`config.mk`:
```
export PLATFORM = sky130hd
export DESIGN_NAME = dct_step_counter
export DESIGN_NICKNAME = d
export VERILOG_FILES = /design/src/rtl/dct_cnt_pkg.sv /design/src/rtl/dct_step_counter.sv
export SDC_FILE = /design/constraint.sdc
export NUM_CORES = 1
export LEC_CHECK = 0
export BUFFER_PORTS_ARGS = -buffer_cell sky130_fd_sc_hd__buf_2
export CORE_ASPECT_RATIO = 0.5
export CORE_MARGIN = 2
export CORE_UTILIZATION = 59
export DETAILED_ROUTE_END_ITERATION = 10
export PLACE_DENSITY = 0.85
export SLEW_MARGIN = 0
export SYNTH_ARGS = -nofsm -noshare
export SYNTH_HDL_FRONTEND = slang
export SYNTH_SLANG_ARGS = --single-unit
```
`constraint.sdc`:
```
create_clock -name clk -period 5.4 [get_ports clk]
set_clock_uncertainty 0.2 [all_clocks]
set_input_delay 1.08 -clock clk [delete_from_list [all_inputs] [get_ports clk]]
set_output_delay 1.08 -clock clk [all_outputs]
set_load 0.01 [all_outputs]
```
`src/rtl/dct_cnt_pkg.sv`:
```
// Shared types and constants for the DCT step counter.
package dct_cnt_pkg;

  // Counter sequencing states; StPre only reachable with DCT_CNT_PREROLL_EN.
  typedef enum logic [1:0] {
    StIdle = 2'd0,
    StPre  = 2'd1,
    StRun  = 2'd2,
    StHold = 2'd3
  } cnt_state_e;

  localparam logic MODE_WRAP = 1'b0;
  localparam logic MODE_SAT  = 1'b1;

endpackage

```
`src/rtl/dct_step_counter.sv`:
```
// Start-triggered step counter for DCT datapath sequencing.
// Counts 0..term, then wraps (pulsing wrap) or saturates (pulsing done).
// Optional feature macro: DCT_CNT_PREROLL_EN adds a one-cycle pre-roll state
// in which count shows all-ones before the first real step value.
module dct_step_counter
  import dct_cnt_pkg::*;
#(
  parameter int unsigned WIDTH        = 16,
  parameter int unsigned DEF_TERM     = 30,
  parameter int unsigned USE_DEF_TERM = 0
) (
  input  logic             clk,
  input  logic             reset,
  input  logic             start,
  input  logic             stop,
  input  logic             enable,
  input  logic             mode_i,
  input  logic [WIDTH-1:0] term_i,
  output logic [WIDTH-1:0] count,
  output logic             busy,
  output logic             cnt_valid,
  output logic             done,
  output logic             wrap
);

  localparam logic [WIDTH-1:0] DefTerm = WIDTH'(DEF_TERM);

  cnt_state_e       state_q;
  logic [WIDTH-1:0] count_q;
  logic [WIDTH-1:0] term_q;
  logic             mode_q;
  logic             busy_q;
  logic             valid_q;
  logic             done_q;
  logic             wrap_q;

  logic [WIDTH-1:0] start_term;
  logic             load;
  logic             at_term;

  // Terminal value captured on start, with optional default substitution for zero.
  always_comb begin
    start_term = term_i;
    if ((USE_DEF_TERM != 0) && (term_i == '0)) begin
      start_term = DefTerm;
    end
  end

  // A new run may only begin from IDLE or HOLD; stop always wins over start.
  assign load    = start && !stop && ((state_q == StIdle) || (state_q == StHold));
  assign at_term = (count_q == term_q);

  // Sequencing FSM, counter and registered status/pulse outputs.
  always_ff @(posedge clk) begin
    if (reset) begin
      state_q <= StIdle;
      count_q <= '0;
      term_q  <= '0;
      mode_q  <= MODE_WRAP;
      busy_q  <= 1'b0;
      valid_q <= 1'b0;
      done_q  <= 1'b0;
      wrap_q  <= 1'b0;
    end else begin
      done_q <= 1'b0;
      wrap_q <= 1'b0;
      if (stop) begin
        // Count is left as-is so the last value stays observable.
        state_q <= StIdle;
        busy_q  <= 1'b0;
        valid_q <= 1'b0;
      end else if (load) begin
        term_q <= start_term;
        mode_q <= mode_i;
`ifdef DCT_CNT_PREROLL_EN
        state_q <= StPre;
        count_q <= '1;
        busy_q  <= 1'b1;
        valid_q <= 1'b0;
`else
        state_q <= StRun;
        count_q <= '0;
        busy_q  <= 1'b1;
        valid_q <= 1'b1;
`endif
      end else if (enable) begin
        case (state_q)
`ifdef DCT_CNT_PREROLL_EN
          StPre: begin
            state_q <= StRun;
            count_q <= '0;
            valid_q <= 1'b1;
          end
`endif
          StRun: begin
            if (at_term && (mode_q == MODE_SAT)) begin
              state_q <= StHold;
              busy_q  <= 1'b0;
              done_q  <= 1'b1;
            end else if (at_term) begin
              count_q <= '0;
              wrap_q  <= 1'b1;
            end else begin
              count_q <= count_q + WIDTH'(1);
            end
          end
          default: begin
            // IDLE and HOLD ignore enable.
          end
        endcase
      end
    end
  end

  assign count     = count_q;
  assign busy      = busy_q;
  assign cnt_valid = valid_q;
  assign done      = done_q;
  assign wrap      = wrap_q;

endmodule
```
======== Word level (Yosys, flattened, before mapping) ========
Index checks and enable logic that the tools add are counted.
storage, ports and cells
  word-level logic and storage cells ...... 49
  output and inout port bits .............. 20
  register bits after elaboration ......... 39
operators by class
  muxes and demuxes ....................... 15
  reductions and logical operators ........ 17
  equal/unequal tests ..................... 4
  bitwise gates (word level) .............. 3
  add/subtract/negate cells ............... 1
operator list
  kind                                                             number
  16-bit 2-to-1 mux                                                5
  16-bit by 1-bit adder with 16-bit output, second input constant  1
  16-bit equality test                                             1
  2-bit 2-to-1 mux                                                 4
  1-bit 2-to-1 mux                                                 6
  3-bit AND reduction                                              2
  2-bit nonzero test                                               3
  6-bit OR reduction                                               1
  5-bit OR reduction                                               1
  2-bit equality test, second input constant                       2
  4-bit AND reduction                                              1
  1-bit logical AND                                                3
  1-bit NOT                                                        3
  3-bit OR reduction                                               1
  2-bit zero test                                                  1
  2-bit inequality test, second input constant                     1
  2-bit AND reduction                                              1
  2-bit OR reduction                                               1
  1-bit zero test                                                  1
  1-bit logical OR                                                 1

======== Depth between registers and ports, before layout ========
  depth in word-level cells ............... 6
  depth in mapped cells ................... 8
  gate-level depth less buffers ........... 7

======== Worst setup path after synthesis ========
No wires, ideal clock.
  path kind ............................... input port to flip-flop
  from .................................... input stop
  to ...................................... register count_q[11] (netlist: count[11])
  arrival ................................. 2.141 ns
  path slack .............................. 2.986 ns
  path buffers ............................ 0
  stages .................................. 5
  data required time ...................... 5.127 ns
  library setup time ...................... 0.073 ns
  path through ............................ and3b_1 > nor2_4 > nand2_1 > or4b_1 > o211ai_2
on the way
  word-level cells in the longest chain between the ends .. 5
  elaborated cells on any way between the ends .. 9
ends and longest elaborated chain
  item                                                                                 RTL line                 RTL
  start: declaration                                                                   dct_step_counter.sv:15   input logic stop,
  1-bit zero test                                                                      dct_step_counter.sv:50   assign load = start && !stop && ((state_q == StIdle) || (state_q == StHold));
  1-bit logical AND (2 in a row)                                                       dct_step_counter.sv:50
  2-bit inequality test (no source line) / 2-bit nonzero test (equally long branches)  -
  4-bit AND reduction (no source line)                                                 -
  end signal: assignment                                                               dct_step_counter.sv:104  count_q <= count_q + WIDTH'(1);
  end: declaration                                                                     dct_step_counter.sv:29   logic [WIDTH-1:0] count_q;
Parallel ways exist; a longest one is shown, timed or not.
A chain may end at the register's enable or synchronous reset.

======== Final worst setup path ========
  from .................................... input stop
  to ...................................... register count_q[14] (netlist: count[14])
Same word-level chain as after synthesis.

==> impl_metrics.xml <==
<?xml version="1.0" encoding="UTF-8"?>
<metrics>
  <group name="run_status">
    <metric name="outcome" unit="">completed</metric>
  </group>
  <group name="clocking">
    <metric name="post_cts_resized" unit="">0</metric>
    <metric name="clk_path_buf_depth" unit="">2</metric>
    <metric name="clock_latency" unit="ns">0.30</metric>
    <metric name="cts_setup_buffers" unit="">0</metric>
    <metric name="clkSlewWorstSetupHoldPaths" unit="ns">0.08</metric>
    <metric name="cts_inserted_buffers" unit="">5</metric>
    <metric name="tritoncts" unit="">yes</metric>
    <metric name="clock_sinks" unit="">39</metric>
    <metric name="clock-root-buffer" unit="">clkbuf_8</metric>
    <metric name="cts_stage_hold_buffer_count" unit="">0</metric>
    <metric name="h-tree-depth" unit="">2</metric>
  </group>
  <group name="worst_setup_path">
    <metric name="r2r_slack" unit="ns">2.54</metric>
    <metric name="arrival" unit="ns">3.07</metric>
    <metric name="worst_r2r_path_depth" unit="">7</metric>
    <metric name="cp-end-kind" unit="">flop</metric>
    <metric name="critical_path.startpoint_type" unit="">input port</metric>
    <metric name="worstSetupPathType" unit="">input port to flop</metric>
    <metric name="data_required_time_of_the_worst_path" unit="ns">5.44</metric>
    <metric name="critical_register_to_register_path_endpoint" unit="">count[14]</metric>
    <metric name="timing.rr.start" unit="">state_q[0]</metric>
    <metric name="critical_path_peak_fanout" unit="">26</metric>
  </group>
  <group name="grt">
    <metric name="grt_overflow_total" unit="">0</metric>
    <metric name="global_route_wire_length_before_repair" unit="mm">7.78</metric>
    <metric name="grt_start_max_net_pins" unit="">35</metric>
    <metric name="groute.usage.overall" unit="%">25.8</metric>
    <metric name="first_global_vias" unit="">1713</metric>
    <metric name="antenna_found_initial" unit="">0</metric>
  </group>
  <group name="drt">
    <metric name="drt-total-wl" unit="mm">4.81</metric>
    <metric name="detail_route.drc_violations" unit="">0</metric>
    <metric name="drt.antenna.violating_nets" unit="">0</metric>
    <metric name="initialDrtViolationCount" unit="">362</metric>
    <metric name="drt_pass1_iterations" unit="">4</metric>
    <metric name="viasPerCell" unit="">5.68</metric>
    <metric name="route.detailed.wl_per_inst" unit="um">14.4</metric>
    <metric name="route.vias.total" unit="">1897</metric>
  </group>
  <group name="layout">
    <metric name="drive_gt1_share" unit="%">24.0</metric>
    <metric name="finish.net_count" unit="">306</metric>
    <metric name="layout.cells.most_common" unit="">nand2_1</metric>
    <metric name="area_growth" unit="%">13.5</metric>
    <metric name="multi_input_comb_area" unit="um^2">1210</metric>
    <metric name="highest_count_cells_in_the_layout_ignoring_fill_and_taps" unit="">nand2_1, buf_2, dfxtp_1</metric>
    <metric name="finalCoreUtilization" unit="%">69.6</metric>
    <metric name="finalInstanceArea" unit="um^2">2390</metric>
    <metric name="register_cell_area_after_layout" unit="um^2">781</metric>
    <metric name="filler_cell_count" unit="">282</metric>
    <metric name="antennaDiodeCount" unit="">0</metric>
  </group>
  <group name="power_and_ir_drop">
    <metric name="power.static_leakage" unit="nW">1.07</metric>
    <metric name="vdd.ir_drop.worst" unit="uV">228</metric>
    <metric name="cellPowerDensity" unit="nW/um^2">262</metric>
    <metric name="power" unit="W">0.000625</metric>
  </group>
  <group name="floorplan">
    <metric name="ios" unit="">42</metric>
    <metric name="area_inside_the_core_boundary" unit="um^2">3430</metric>
    <metric name="dieWidth" unit="um">88.5</metric>
    <metric name="initial_utilization" unit="%">61.3</metric>
    <metric name="die-height" unit="um">46.2</metric>
    <metric name="die_area" unit="um^2">4090</metric>
    <metric name="std_cell_rows" unit="">15</metric>
  </group>
  <group name="sta">
    <metric name="grt_setup_unrepaired" unit="">false</metric>
    <metric name="report.final.hold_viol_count" unit="">0</metric>
    <metric name="drv_slew" unit="">0</metric>
    <metric name="max_slew.worst_pin.slew" unit="ns">0.887</metric>
    <metric name="timing.fmax" unit="MHz">330</metric>
    <metric name="finalWorstPathRequiredPeriod" unit="ns">3.03</metric>
    <metric name="min_period_over_period" unit="%">56.1</metric>
    <metric name="tns" unit="ns">0</metric>
    <metric name="setup_violations" unit="">0</metric>
    <metric name="relSlewSlack" unit="%">40.7</metric>
  </group>
  <group name="logic_synthesis">
    <metric name="synth.lib_cells_used.distinct" unit="">52</metric>
    <metric name="netlist.area_leader.share" unit="%">37.1</metric>
    <metric name="synthDominantAreaCellType" unit="">dfxtp_1</metric>
    <metric name="postSynthAreaPerCell" unit="um^2">8.39</metric>
    <metric name="synth-seq-cells" unit="">39</metric>
    <metric name="asyncSetResetFlopFracSynth" unit="%">0</metric>
    <metric name="synth_flop_cell" unit="">dfxtp_1</metric>
    <metric name="synth.yosys.warnings" unit="">0</metric>
    <metric name="synth_seq_area_share" unit="%">37.1</metric>
    <metric name="post_synth_inst_count" unit="">251</metric>
    <metric name="synth.cell_area" unit="um^2">2110</metric>
    <metric name="synth_net_count" unit="">275</metric>
    <metric name="synth.top_cells.by_area" unit="">dfxtp_1, nand2_1, xor2_1</metric>
    <metric name="synth_enable_flop_cells" unit="">0</metric>
  </group>
  <group name="run">
    <metric name="drv.max_cap_violation_count" unit="">0</metric>
  </group>
  <group name="placed_design">
    <metric name="post_dp_cell_area" unit="um^2">2270</metric>
    <metric name="buffer_ports.inserted" unit="">41</metric>
    <metric name="place_congestion" unit="">0.844</metric>
    <metric name="place_hpwl" unit="mm">3.42</metric>
  </group>
  <group name="min_path">
    <metric name="worst_hold_path_stage_count" unit="">2</metric>
    <metric name="whs_endpoint" unit="">term_q[4]</metric>
    <metric name="timing.hold.worst.class" unit="">flop to flop</metric>
    <metric name="holdCritStartpoint" unit="">term_q[4]</metric>
  </group>
</metrics>
-- layout make-up --
class / instances / share of cell area (%)
timing repair buffer: 41 / 8.58
multi-input combinational: 191 / 50.5
inverter: 4 / 0.628
sequential: 39 / 32.7
tap: 51 / 2.67
clock inverter: 2 / 1.47
clock buffer: 6 / 3.45
-- registers in the layout, indices dropped and copies added (netlist names) --
name and cells:
count 16, term_q 16, state_q 2, busy 1, cnt_valid 1, done 1
mode_q 1, wrap 1
-- critical path, cell delays in order --
cell and delay, ns:
buf_2 0.12, and3b_1 0.43, nor2_4 0.54, nand2_1 0.24
or4b_1 0.57, o211ai_2 0.08
-- synth_stat cells (all sizes together) (2+ instances only) --
cell    instances
dfxtp          39
a31oi           3
inv             4
or4b            3
buf             9
nor2           12
ha              2
nand3b          2
nand4           8
xor2           16
clkbuf          8
nand4b          2
mux2i           3
nand2          56
nor3            8
and3b           2
a211oi          2
nor4            6
nor3b           2
and3            3
a21oi          20
o211ai          8
nand3          11
o21ai           7
o32ai           2
-- cells by family (layout without fill, tap and decap cells) --
logic type | Yosys count | count (layout) | synth area share [%]
AOI/OAI and AO/OA | 50 | 50 | 16.7
xor gates and xnor gates | 16 | 16 | 6.65
adders and majority gates | 2 | 2 | 1.19
buffers and inverters | 21 | 53 | 5.53
DFF | 39 | 39 | 37.1
muxes | 3 | 3 | 1.43
and+or+nand+nor | 120 | 120 | 31.4
-- power by group --
part / internal, W / switching, W / leakage (nW)
sequential: 0.000294 / 0.00000569 / 0.316
combinational: 0.0000255 / 0.0000424 / 0.695
clock: 0.000150 / 0.000108 / 0.0612
total: 0.000470 / 0.000156 / 1.07
-- through the flow --
stage	setup slack, ns	hold slack, ns	std cells
finish	2.37	0.270	334
global route	2.21	0.289	334
CTS	2.38	0.271	334
detailed placement	2.07	0.261	326
global placement	2.14	0.255	326
floorplan	2.99	0.248	251
-- worst max path at each step --
stage	start	end	slack [ns]	cells past startpoint
global route	stop	count[11]	2.21	6
global placement	stop	count[11]	2.14	6
floorplan	stop	count[11]	2.99	5
CTS	stop	count[14]	2.38	6
detailed placement	stop	count[14]	2.07	6
finish	stop	count[14]	2.37	6
-- metal layers --
layer | GRT usage [%] | wire [um] | share of wire [%]
met5 | 0 | 0 | 0
met4 | 8.48 | 42 | 0.87
met3 | 6.45 | 300 | 6.2
met2 | 40.9 | 2150 | 45
met1 | 34.9 | 2320 | 48
Power figures use the tool's default switching activity.
